===== config.mk =====
export PLATFORM = sky130hd
export DESIGN_NAME = rr_arb_in_queue
export DESIGN_NICKNAME = d
export VERILOG_FILES = /design/src/rtl/rr_arb_in_queue.sv
export SDC_FILE = /design/constraint.sdc
export NUM_CORES = 1
export LEC_CHECK = 0
export CAP_MARGIN = 20
export CORE_MARGIN = 1
export CORE_UTILIZATION = 55
export DETAILED_ROUTE_END_ITERATION = 8
export MAX_ROUTING_LAYER = met4
export PLACE_DENSITY = 0.81
export SLEW_MARGIN = 10
export SYNTH_ARGS = -nofsm -noshare
export SYNTH_HDL_FRONTEND = slang
export SYNTH_SLANG_ARGS = --single-unit

===== constraint.sdc =====
create_clock -name clk -period 6.7 [get_ports clk]
set_clock_uncertainty 0.2 [all_clocks]
set_input_delay 2.01 -clock clk [delete_from_list [all_inputs] [get_ports clk]]
set_output_delay 2.01 -clock clk [all_outputs]
set_load 0.01 [all_outputs]

===== src/rtl/rr_arb_in_queue.sv =====
// rr_arb_in_queue: bank of independent per-requester circular FIFOs feeding
// a round-robin arbiter. Each FIFO buffers one ready/valid stream, presents
// its head entry on dout and its non-empty flag on req, and is popped by the
// matching grant bit (grant may be multi-hot).
//
// Ports:
//   clk            clock, all state on rising edge
//   rst            synchronous active-high reset
//   in_valid[i]    push request for FIFO i
//   in_data[i]     push payload for FIFO i
//   in_ready[i]    FIFO i can accept (not full, not in reset)
//   req[i]         FIFO i non-empty
//   dout[i]        head entry of FIFO i
//   grant[i]       pop FIFO i this cycle
//   err_pop_empty  sticky flag: grant seen for an empty FIFO
//   level[i]       occupancy of FIFO i (only with RR_ARB_IN_QUEUE_LEVEL_EN)
//
// Optional feature macro: RR_ARB_IN_QUEUE_LEVEL_EN adds the level output.

module rr_arb_in_queue #(
    parameter int unsigned NUM_INPUTS    = 4,
    parameter int unsigned DATA_WIDTH    = 8,
    parameter int unsigned IN_FIFO_DEPTH = 8
) (
    input  logic                  clk,
    input  logic                  rst,
    input  logic [NUM_INPUTS-1:0] in_valid,
    input  logic [DATA_WIDTH-1:0] in_data [NUM_INPUTS-1:0],
    output logic [NUM_INPUTS-1:0] in_ready,
    output logic [NUM_INPUTS-1:0] req,
    output logic [DATA_WIDTH-1:0] dout [NUM_INPUTS-1:0],
    input  logic [NUM_INPUTS-1:0] grant,
    output logic                  err_pop_empty
`ifdef RR_ARB_IN_QUEUE_LEVEL_EN
    ,
    output logic [$clog2(IN_FIFO_DEPTH):0] level [NUM_INPUTS-1:0]
`endif
);

    localparam int unsigned PTR_W = $clog2(IN_FIFO_DEPTH);
    localparam int unsigned CNT_W = $clog2(IN_FIFO_DEPTH) + 1;

    logic [PTR_W-1:0]      wr_ptr [NUM_INPUTS-1:0];
    logic [PTR_W-1:0]      rd_ptr [NUM_INPUTS-1:0];
    logic [CNT_W-1:0]      count  [NUM_INPUTS-1:0];
    logic [DATA_WIDTH-1:0] mem    [NUM_INPUTS-1:0][IN_FIFO_DEPTH-1:0];

    logic [NUM_INPUTS-1:0] push_c;
    logic [NUM_INPUTS-1:0] pop_c;
    logic [NUM_INPUTS-1:0] bad_grant_c;

    // Handshake decode; ready depends only on stored count, never on grant.
    always_comb begin
        in_ready    = '0;
        req         = '0;
        push_c      = '0;
        pop_c       = '0;
        bad_grant_c = '0;
        for (int unsigned i = 0; i < NUM_INPUTS; i++) begin
            in_ready[i]    = (count[i] != CNT_W'(IN_FIFO_DEPTH)) && !rst;
            req[i]         = (count[i] != '0);
            push_c[i]      = in_valid[i] & in_ready[i];
            pop_c[i]       = grant[i] & req[i];
            bad_grant_c[i] = grant[i] & ~req[i];
        end
    end

    // Head-of-queue read, combinational from the storage array.
    always_comb begin
        for (int unsigned i = 0; i < NUM_INPUTS; i++) begin
            dout[i] = mem[i][rd_ptr[i]];
        end
    end

    // Pointer and occupancy state; full/empty are tracked by count.
    always_ff @(posedge clk) begin
        if (rst) begin
            for (int unsigned i = 0; i < NUM_INPUTS; i++) begin
                wr_ptr[i] <= '0;
                rd_ptr[i] <= '0;
                count[i]  <= '0;
            end
        end else begin
            for (int unsigned i = 0; i < NUM_INPUTS; i++) begin
                if (push_c[i]) begin
                    wr_ptr[i] <= wr_ptr[i] + PTR_W'(1);
                end
                if (pop_c[i]) begin
                    rd_ptr[i] <= rd_ptr[i] + PTR_W'(1);
                end
                if (push_c[i] && !pop_c[i]) begin
                    count[i] <= count[i] + CNT_W'(1);
                end else if (pop_c[i] && !push_c[i]) begin
                    count[i] <= count[i] - CNT_W'(1);
                end
            end
        end
    end

    // Entry storage; contents are don't-care after reset.
    always_ff @(posedge clk) begin
        for (int unsigned i = 0; i < NUM_INPUTS; i++) begin
            if (push_c[i]) begin
                mem[i][wr_ptr[i]] <= in_data[i];
            end
        end
    end

    // Sticky error for a grant aimed at an empty FIFO.
    always_ff @(posedge clk) begin
        if (rst) begin
            err_pop_empty <= 1'b0;
        end else if (|bad_grant_c) begin
            err_pop_empty <= 1'b1;
        end
    end

`ifdef RR_ARB_IN_QUEUE_LEVEL_EN
    // Occupancy export straight from the count registers.
    always_comb begin
        for (int unsigned i = 0; i < NUM_INPUTS; i++) begin
            level[i] = count[i];
        end
    end
`else
    // Occupancy stays internal when the level port is not built.
`endif

endmodule


==> run metrics, run 1 <==
clock latency on the worst-skew pair 0.53 ns; Register Area 0.00891 sq mm; fin cells 1052; WHS 0.311 ns; CTS tree done; core area 0.0220 sq mm; relative slew slack 37.1%; synth top area cells edfxtp_1, mux4_2, mux2_2; Placed Cells 996; pin count of the biggest net entering global routing 20; drt wl/cell 21.6 microns; Gate Count Post-Synth 644; element type at the critical path start primary input; measured slew at the worst slew-check pin 0.939 ns; Register-to-Register Setup Slack 3.67 ns; VDD IR max 0.224 mV; Area growth, synth to finish 16.8%; final slew viol count 0; layout cell share with drive strength beyond 1 24.4%; FFs w/ async S/R, synth 0%; # nets final 812; IO buf count 82; hold buffer count at CTS 0; setup violators final 0; final worst path period need 5.67 ns; Unique masters post-synth 51; CP arrival 3.46 ns; WL final 22.7 mm; synthesized area 0.0124 sq mm; vias per cell 5.92; syn nets 705; DP HPWL 14.5 mm; register bit count reported by yosys 297; CTS resizes 0; setup bufs post-CTS 0; Fillers 1398; Syn Area/Cell 19.3 sq um; Num CTS Buffers 29; vias in the first global route 6679; Main synth FF type edfxtp_1; die height 152 microns; post-synth top area cell edfxtp_1; footprint of the multi-input gates 0.00330 sq mm; row count 54; Crit Path Max Fanout 16; Crit. End Element primary output; first-pass GRT wire length 35.7 mm; Max Cap Violations 0; Die X 152 microns; gr ovfl total 0; ANT nets after route 0; leakage power total 0.00477 uW; CTS sink count 297; CP Class in2out; failing checks DRC; clock-pin slew on the worst setup and hold paths 0.06 ns; Fin. Hold Viols 0; initial antenna violation count 1; GRT Resource Usage Total 20.7%; Max Buffers Root-to-Sink 3; TNS Setup 0 ns; clk root buf clkbuf_16; Synth top area share 71.5%; area of the die 0.0232 sq mm; Hold WC Path Type reg2reg; Initial Util 56.6%; yosys warns 0; status finished, violations left; Worst Path Required 4.49 ns; Seq/Total Area, Yosys 71.7%; RSZ-0062 raised after global routing false; Top Ports 83; Pwr Density 350 mW/mm^2; gpl congestion 0.823; Max Freq 0.176 GHz; period utilization 84.7%; Post-synth EDFFs 296; DRC 6; via count 6228; drt initial violations 426; TritonRoute pass-1 iters 8; CTS HTree Levels 1
[placed cells by master, fill, tap and decap left out, types with 12 or more instances in the layout]
master	n
clkbuf_16	30
nor3_1	21
nand2_1	25
ha_1	16
mux4_2	64
clkdlybuf4s50_1	82
mux2_2	33
inv_1	12
nor2_1	35
xnor2_1	14
edfxtp_1	296
buf_4	17
[cell usage after synthesis (all sizes together) (2+ instances only)]
master,count
nor3b,2
nor2,41
o41ai,3
mux4,64
and3,4
o21ai,3
clkbuf,13
or2,2
and2,11
xor2,5
a21oi,12
nand3,7
nand2,28
mux2,35
edfxtp,296
buf,14
inv,15
xnor2,14
nor3,23
nor4,3
a21o,3
or4b,3
nand2b,10
fa,3
ha,16
or4,3
nor2b,2
[logic make-up after synthesis]
logic type / after synthesis / synth area share (%)
flip-flops: 297 / 71.7
AND/OR/NAND/NOR: 141 / 6.37
multiplexers: 99 / 14.8
buffers and inverters: 43 / 1.77
AO/OA/AOI/OAI: 26 / 1.88
XOR/XNOR: 19 / 1.34
adder cells (fa/ha/maj): 19 / 2.09
[critical path, cell delays in order]
cell and delay, ns:
clkdlybuf4s50_1 0.39, buf_4 0.20, inv_2 0.12, and2_1 0.18, clkdlybuf4s50_1 0.55
[registers in the layout, summed over array words and instances (netlist names)]
signal,flops
mem,256
count,16
rd_ptr,12
wr_ptr,12
err_pop_empty,1
[cell type report]
class	count	share of cell area [%]
Clock inverter	13	0.552
Clock buffer	38	5.23
Inverter	16	0.465
Timing Repair Buffer	103	7.19
Multi-Input combinational cell	304	22.8
Antenna cell	1	0.0172
Tap cell	280	2.41
Sequential cell	297	61.4
[report_power, final]
group / internal (uW) / switching [uW] / leakage, uW
sequential: 2210 / 220 / 0.00275
clock: 826 / 628 / 0.000410
combinational: 701 / 505 / 0.00161
[through the flow]
step / cell area [sq um] / total power (uW) / util, % / worst slack [ns]
2_1_floorplan: 12400 / 3190 / - / 2.01
3_3_place_gp: 13600 / 3570 / 61.8 / 1.01
3_5_place_dp: 13600 / 3640 / 61.8 / 1.04
4_1_cts: 14400 / 5090 / 65.7 / 1.03
5_1_grt: 14500 / 5310 / 66.1 / 0.962
6_report: 14500 / 5090 / 66.1 / 1.03
[final timing paths]
path,start,end,depth (start not counted)
min reg2reg,err_pop_empty,err_pop_empty,1
max reg2reg,count[2][1],count[2][3],9
max,rst,in_ready[2],5
min,err_pop_empty,err_pop_empty,1
[per-layer routing]
| layer | part of all wire (%) | vias up | wire, microns | track usage (%) |
|---|---|---|---|---|
| met5 | 0 | - | 0 | - |
| li1 | - | 2801 | - | - |
| met2 | 52 | 176 | 11700 | 34.6 |
| met4 | 2.2 | 0 | 496 | 6.32 |
| met3 | 5.7 | 47 | 1290 | 3.87 |
| met1 | 40 | 3204 | 9190 | 26.0 |
Note: power is estimated with default switching activity, not from simulation.
==> inputs of run 2 (changes only) <==
CORE_UTILIZATION = 53   (was 55)
PLACE_DENSITY = 0.82   (was 0.81)
clock period = 4.6 ns   (was 6.7 ns; I/O delays follow)
==> run metrics, run 2 (same netlist as run 1, synthesis figures left out) <==
status finished clean; WL final 22.8 mm; Util after Layout 64.1%; setup violators final 0; Num CTS Buffers 30; clock-pin slew on the worst setup and hold paths 0.06 ns; wl on met1 9.62 mm; Initial Util 54.4%; VDD IR max 0.356 mV; Hold WC Path Type reg2reg; first-pass GRT wire length 35.9 mm; CP top delay family buffers and inverters; RSZ-0062 raised after global routing false; crit path buf inv count 2; leakage power total 0.00487 uW; R2R Path Start count[0][0]; highest routed layer met4; met2 routed WL 11.6 mm; leading cell type in the layout, fill and taps excluded edfxtp_1; Max Freq 0.232 GHz; Fin. Hold Viols 0; setup bufs post-CTS 0; Die X 155 microns; CTS HTree Levels 1; vias in the first global route 6478; core area 0.0228 sq mm; Top Ports 83; TNS Setup 0 ns; # nets final 825; final slew viol count 0; pin count of the biggest net entering global routing 20; CP Cell Sequence clkdlybuf4s50_1 -> nor2_1 -> clkdlybuf4s50_1; Slowest-stage cell, CP clkdlybuf4s50_1; relative slew slack 42.6%; CP Class in2out; Max Cap Violations 0; clock latency on the worst-skew pair 0.54 ns; ANT nets after route 0; DP HPWL 14.9 mm; area of the die 0.0241 sq mm; Largest register FFs 256; most frequent cells in the layout edfxtp_1, clkdlybuf4s50_1, mux4_2, nor2_1; CP arrival 2.73 ns; TritonRoute pass-1 iters 5; gpl congestion 0.897; Crit path largest cell delay 0.58 ns; Area growth, synth to finish 18.0%; final worst path period need 4.31 ns; Worst Path Required 3.02 ns; element type at the critical path start primary input; via count 6244; layout cell share with drive strength beyond 1 26.4%; drt wl/cell 20.7 microns; Max Buffers Root-to-Sink 3; hold buffer count at CTS 0; die height 155 microns; GRT Resource Usage Total 20.4%; Final WS setup 0.292 ns; gr ovfl total 0; Crit Path Max Fanout 3; most used cell, CP clkdlybuf4s50_1; row count 55; CTS tree done; measured slew at the worst slew-check pin 0.862 ns; drt initial violations 443; Hold Path Origin err_pop_empty; Worst Setup SP rst; WHS 0.312 ns; Crit. End Element primary output; CTS sink count 297; Fillers 1532; IO buf count 82; CTS resizes 0; routed wl met3 1.18 mm; DRC 0; pre-CTS WS 0.259 ns; Pwr Density 514 mW/mm^2; initial antenna violation count 0; clk root buf clkbuf_16; diode count 0; period utilization 93.7%; vias per cell 5.68
run 2: path summary, 6_finish.rpt:
path                                       to  slack (ns)  cells after the start
worst max register to register    count[0][3]        1.57                      9
worst min register to register  err_pop_empty        0.31                      1
worst min-delay path            err_pop_empty        0.31                      1
worst max-delay path              in_ready[3]        0.29                      3
run 2: worst reg2reg max path: cells and delay by family (launching register included):
kind | cells | cell delay, ns
simple gates | 3 | 0.89
flops | 1 | 0.50
compound gates | 2 | 0.38
mux | 1 | 0.31
fa+ha+maj | 1 | 0.24
xor+xnor | 1 | 0.16
buf+inv | 1 | 0.08
run 2: layout make-up:
cell class	instances	area (sq um)	area share (%)
well taps	313	392	2.67
repair buffers	115	1070	7.29
multi-input cells	304	3290	22.5
flip-flops and latches	297	8910	60.8
clock buffers	38	822	5.61
inverters	16	67.6	0.461
clock inverters	17	103	0.700
run 2: per-layer routing:
metal,vias to the layer above,track usage (%)
met5,-,-
met4,0,5.52
met3,36,2.87
met2,188,32.9
met1,3205,27.6
li1,2815,-
run 2: where the power goes:
part	leakage [uW]	switching [uW]	internal, uW
sequential	0.00275	276	3210
combinational	0.00165	785	995
clock	0.000465	951	1310
total	0.00487	2010	5520
run 2: metrics by stage:
step                instance area, sq um  instances  total power, uW
detailed placement                 13700       1045             5330
CTS                                14700       1100             7590
floorplan                          12400        644             4650
global placement                   13700       1045             5220
finish                             14700       1100             7530
global route                       14700       1100             7850
